## config.mk

```make
export PLATFORM = sky130hd
export DESIGN_NAME = fwd_issue
export DESIGN_NICKNAME = d
export VERILOG_FILES = /design/src/rtl/fwd_issue.sv
export SDC_FILE = /design/constraint.sdc
export NUM_CORES = 1
export LEC_CHECK = 0
export CAP_MARGIN = 15
export CORE_ASPECT_RATIO = 0.7
export CORE_MARGIN = 3
export CORE_UTILIZATION = 30
export CTS_BUF_LIST = sky130_fd_sc_hd__clkbuf_8
export CTS_CLUSTER_SIZE = 12
export DETAILED_ROUTE_END_ITERATION = 6
export HOLD_SLACK_MARGIN = 0.05
export SETUP_SLACK_MARGIN = 0.2
export SYNTH_ARGS = -nofsm -noshare
export SYNTH_HDL_FRONTEND = slang
export SYNTH_SLANG_ARGS = --single-unit
```

## constraint.sdc

```tcl
create_clock -name i_clk -period 3.4 [get_ports i_clk]
set_clock_uncertainty 0.2 [all_clocks]
set_input_delay 0.68 -clock i_clk [delete_from_list [all_inputs] [get_ports i_clk]]
set_output_delay 0.68 -clock i_clk [all_outputs]
set_load 0.02 [all_outputs]
```

## src/rtl/fwd_issue.sv

```systemverilog
// ID->EX operand forwarding/issue: operands registered one cycle after issue.
// Load-use hazard holds ID one cycle (o_id_ready low) and inserts a bubble; flush always consumes.
module fwd_issue #(
  parameter int XLEN  = 32,
  parameter int NREG  = 32,
  parameter int CNT_W = 32,
  localparam int RA_W = $clog2(NREG)
) (
  input  logic             i_clk,
  input  logic             i_rst_n,
  input  logic             i_id_valid,
  output logic             o_id_ready,
  input  logic [RA_W-1:0]  i_rs1,
  input  logic [RA_W-1:0]  i_rs2,
  input  logic             i_rs1_used,
  input  logic             i_rs2_used,
  input  logic [RA_W-1:0]  i_rd,
  input  logic             i_rd_we,
  input  logic             i_is_load,
  input  logic             i_auipc,
  input  logic             i_imm,
  input  logic             i_jal,
  input  logic             i_jalr,
  input  logic [XLEN-1:0]  i_pc,
  input  logic [XLEN-1:0]  i_imm_val,
  input  logic [XLEN-1:0]  i_rs1_rdata,
  input  logic [XLEN-1:0]  i_rs2_rdata,
  input  logic [XLEN-1:0]  i_ex_res,
  input  logic [XLEN-1:0]  i_mem_res,
  input  logic [XLEN-1:0]  i_mem_ldata,
  input  logic [XLEN-1:0]  i_wb_data,
  input  logic             i_flush,
  output logic             o_ex_valid,
  output logic [XLEN-1:0]  o_op1,
  output logic [XLEN-1:0]  o_op2,
  output logic [XLEN-1:0]  o_store_data,
  output logic [CNT_W-1:0] o_stall_cnt
);

  typedef struct packed {
    logic            valid;
    logic [RA_W-1:0] rd;
    logic            we;
    logic            load;
  } slot_t;

  slot_t ex_slot, mem_slot, wb_slot;

  function automatic logic slot_hit(input slot_t s, input logic [RA_W-1:0] rs, input logic used);
    return s.valid && s.we && (s.rd != '0) && (s.rd == rs) && used;
  endfunction

  // Youngest in-flight producer wins; x0 reads as zero even when the RF returns garbage.
  function automatic logic [XLEN-1:0] fwd_sel(
    input logic [RA_W-1:0] rs, input logic used, input logic [XLEN-1:0] rdata,
    input slot_t ex_s, input slot_t mem_s, input slot_t wb_s,
    input logic [XLEN-1:0] ex_res, input logic [XLEN-1:0] mem_res,
    input logic [XLEN-1:0] mem_ldata, input logic [XLEN-1:0] wb_data);
    if (rs == '0)                      return '0;
    if (slot_hit(ex_s, rs, used))      return ex_res;
    if (slot_hit(mem_s, rs, used))     return mem_s.load ? mem_ldata : mem_res;
    if (slot_hit(wb_s, rs, used))      return wb_data;
    return rdata;
  endfunction

  logic            hazard, stall, issue;
  logic [XLEN-1:0] fwd_rs1, fwd_rs2, op1_nxt, op2_nxt;

  always_comb begin
    hazard  = ex_slot.load && (slot_hit(ex_slot, i_rs1, i_rs1_used) ||
                               slot_hit(ex_slot, i_rs2, i_rs2_used));
    stall   = i_id_valid && hazard && !i_flush;
    o_id_ready = i_id_valid && !stall;
    issue   = o_id_ready && !i_flush;
    fwd_rs1 = fwd_sel(i_rs1, i_rs1_used, i_rs1_rdata, ex_slot, mem_slot, wb_slot,
                      i_ex_res, i_mem_res, i_mem_ldata, i_wb_data);
    fwd_rs2 = fwd_sel(i_rs2, i_rs2_used, i_rs2_rdata, ex_slot, mem_slot, wb_slot,
                      i_ex_res, i_mem_res, i_mem_ldata, i_wb_data);
    op1_nxt = i_auipc ? i_pc : fwd_rs1;
    if (i_imm)                op2_nxt = i_imm_val;
    else if (i_jal || i_jalr) op2_nxt = XLEN'(4);
    else                      op2_nxt = fwd_rs2;
  end

  always_ff @(posedge i_clk or negedge i_rst_n) begin
    if (!i_rst_n) begin
      ex_slot      <= '0;
      mem_slot     <= '0;
      wb_slot      <= '0;
      o_ex_valid   <= 1'b0;
      o_op1        <= '0;
      o_op2        <= '0;
      o_store_data <= '0;
      o_stall_cnt  <= '0;
    end else begin
      mem_slot   <= ex_slot;
      wb_slot    <= mem_slot;
      o_ex_valid <= issue;
      if (issue) begin
        ex_slot      <= '{valid: 1'b1, rd: i_rd, we: i_rd_we, load: i_is_load};
        o_op1        <= op1_nxt;
        o_op2        <= op2_nxt;
        o_store_data <= fwd_rs2;
      end else begin
        ex_slot <= '0;
      end
      if (stall && (o_stall_cnt != {CNT_W{1'b1}}))
        o_stall_cnt <= o_stall_cnt + 1'b1;
    end
  end

endmodule

```

==> qor.csv <==
stage;metric;value;unit
die;die height;151;um
yosys;Async SR Flop Fraction;100;%
routing;Highest Signal Layer;met5;
yosys;synthesized flop and latch total;151;
routing;M1 wire length;18.8;mm
grt;vias in the first global route;10200;
final_layout;Multi-input gate area;4980;um^2
timing;Worst Max-Slew Pin Slew;1080;ps
critical_path;reg2reg end;o_op1[5];
grt;GRT Overall Usage;27.4;%
critical_path;reg2reg start;ex_slot[5];
timing;Setup WS post-layout;194;ps
routing;wire per inst;25.7;um
clocking;CTS tree;done;
die;chip width;214;um
run_status;status;completed;
timing;Slew Viols, Final;0;
power;clock share of power;31.4;%
power;static leakage;5.72;nW
timing;final setup fails;0;
yosys;mapped cell area;9060;um^2
clocking;Skew-Pair Late Insertion Delay;480;ps
power;Sw Share;32.3;%
yosys;Post-synth EDFFs;0;
critical_path;CP Capture Type;flip-flop;
clocking;CTS root buf;clkbuf_8;
min_path;Hold Path Depth;0;
placement;Final GP Congestion;0.894;
grt;GRT Residual Overflow;0;
routing;routed wl met3;4.12;mm
yosys;Yosys warnings;0;
final_layout;Filler Cells Inserted;2778;
placement;dpl ws;-235;ps
routing;Routed met2 length;22.2;mm
clocking;CTS Buf Count;17;
die;row cnt;52;
clocking;Clock transition at path regs;100;ps
job;Max-cap violations;0;
grt;largest net degree at the start of global routing;64;
routing;Avg Vias per Cell;5.59;
critical_path;CP Launch Type;flip-flop;
die;Die ar.;32400;um^2
timing;unrepaired setup endpoints after global routing;yes;
grt;first-pass GRT wire length;65.2;mm
final_layout;share of cells above drive strength 1;9.27;%
die;core footprint;29300;um^2
routing;routed vias;9998;
power;Psw;1.65;mW
final_layout;post-synthesis to final-layout area growth;60.8;%
power;Gate power share;28.2;%
power;Pwr per Cell Area;352;nW/um^2
critical_path;WP data arrival;3360;ps
yosys;Synth Flop Type;dfrtp_1;
critical_path;crit path from;ex_slot[5];
yosys;Synth cell types;50;
min_path;Hold WC Path Type;reg -> reg;
routing;drt first-iter violations;690;
final_layout;Storage cell area;3780;um^2
placement;Port Buffers;412;
final_layout;Final Util;49.6;%
routing;drt drc;0;
clocking;clk buf depth;2;
min_path;Min-Delay Endpoint;wb_slot[7];
die;I/O pin count;413;
timing;Fmax;312;MHz
final_layout;most frequent cells in the layout;clkdlybuf4s50_1, dfrtp_1, o21ai_0;
timing;period utilization;94.3;%
yosys;sequential area share after synthesis;41.7;%
yosys;Mapped Cells;951;
critical_path;crit path kind;reg -> reg;
grt;antenna violations before repair;3;
min_path;hold_sp;mem_slot[7];
critical_path;CP Max Fanout;28;
clocking;H-tree levels;4;
power;sequential power share;40.4;%
final_layout;commonest non-fill, non-tap cell in the layout;clkdlybuf4s50_1;
timing;final critical-path required period;3210;ps
yosys;Post-Syn Area per Cell;9.53;um^2
routing;final wirelength;46.0;mm
die;Starting Density;30.9;%
routing;DRT Pass-1 Iters;5;
timing;relative slew slack;27.6;%
critical_path;WP data required;3560;ps
power;maximum VDD drop;0.000265;V
placement;post-DP HPWL;33.7;mm
critical_path;R2R setup slack;190;ps
clocking;clock sinks;151;
critical_path;Reg2Reg Depth;8;
yosys;Synthesized Nets;1235;
timing;hold violation total from the final report;0;
final_layout;Nets;1652;
timing;setup TNS;0;ps
routing;Routed Antenna Nets;0;
power;internal power;3.47;mW
## through the flow
stage / instances / cell area (um^2) / hold slack, ps / power [mW]
CTS: 1783 / 14500 / 204 / 5.16
finish: 1788 / 14600 / 198 / 5.12
global route: 1787 / 14600 / 227 / 5.34
global placement: 1745 / 14000 / 189 / 3.53
floorplan: 951 / 9060 / 174 / 2.60
detailed placement: 1746 / 14000 / 187 / 3.54
## power by group through the flow
stage,Sequential (mW),Clock (mW),Combinational [mW]
after detailed placement,2.10,0,1.44
after global routing,2.09,1.72,1.53
after global placement,2.10,0,1.43
final,2.07,1.61,1.45
after floorplan,2.26,0,0.339
after CTS,2.07,1.64,1.45
## layer usage
metal | track usage, % | vias to the layer above
li1 | - | 4485
met1 | 34.5 | 4954
met2 | 46.2 | 493
met3 | 7.99 | 62
met4 | 6.97 | 4
met5 | 0 | -
## flip-flops by register name, summed over array words and instances, names as in the netlist
name / cells
o_op1: 32
o_op2: 32
o_stall_cnt: 32
o_store_data: 32
ex_slot: 8
mem_slot: 8
wb_slot: 7
## logic make-up (layout without fill, tap and decap cells)
logic type / after synthesis / after routing / share of synthesized area, %
multiplexers: 93 / 93 / 10.3
AO/OA/AOI/OAI: 327 / 327 / 24.7
adder cells (fa/ha/maj): 1 / 1 / 0.138
flip-flops: 151 / 151 / 41.7
AND/OR/NAND/NOR: 229 / 230 / 13.2
buffers and inverters: 89 / 518 / 4.10
XOR/XNOR: 61 / 61 / 5.90
other: 0 / 2 / 0
## synthesized netlist by cell type, types with 2 or more instances
cell / number / area, um^2
dfrtp_1: 151 / 3780
clkbuf_1: 57 / 214
o21ai_1: 2 / 10.0
nor2_1: 22 / 82.6
o21a_1: 2 / 15.0
xor2_1: 21 / 184
a31oi_1: 32 / 200
and3_1: 22 / 138
o221ai_1: 31 / 272
or4_1: 2 / 15.0
or3_1: 2 / 12.5
o21ai_0: 117 / 586
a221o_1: 17 / 170
a2111oi_0: 26 / 228
and4_1: 2 / 17.5
nor4_1: 7 / 43.8
a211o_1: 47 / 412
mux2i_1: 93 / 931
nor3b_1: 2 / 15.0
buf_1: 2 / 7.51
nor4_4: 2 / 42.5
xnor2_1: 40 / 350
nor3_1: 10 / 50.1
nand4_1: 35 / 219
nor2b_1: 14 / 87.6
buf_2: 24 / 120
inv_1: 3 / 11.3
o2bb2ai_1: 10 / 87.6
nand3_1: 17 / 85.1
nand2_1: 82 / 308
a21oi_1: 35 / 175
nand2b_1: 2 / 12.5
buf_4: 2 / 15.0
and2_1: 2 / 12.5
## cell type report
cell class	count	area share [%]
flip-flops and latches	151	26.0
inverters	4	0.103
clock inverters	15	1.39
well taps	405	3.48
diodes	2	0.0344
multi-input cells	712	34.2
clock buffers	17	1.61
repair buffers	482	33.2
## timing repair
action,CTS,global route
pin swaps,5,5
hold endpoints to repair,50,0
setup endpoints to repair,4,5
setup buffers,4,2
cloned,0,1
hold buffers,1,0
gates resized for setup,5,7
## worst max-delay path, stage by stage, from the launching register on
cell	delay (ps)
dfrtp_2	460
or4_4	500
nor2_4	170
nor4_4	80
buf_4	140
buf_4	280
nor2_2	900
a211o_1	250
a31oi_1	80
## how the worst max path moves through the flow
stage | endpoint | cells past startpoint
after floorplan | o_id_ready | 6
after global placement | o_id_ready | 7
after detailed placement | o_op1[25] | 8
after CTS | o_op1[25] | 7
after global routing | o_op1[5] | 8
final | o_op1[5] | 8
No activity file was read; power rests on OpenSTA's default activity.
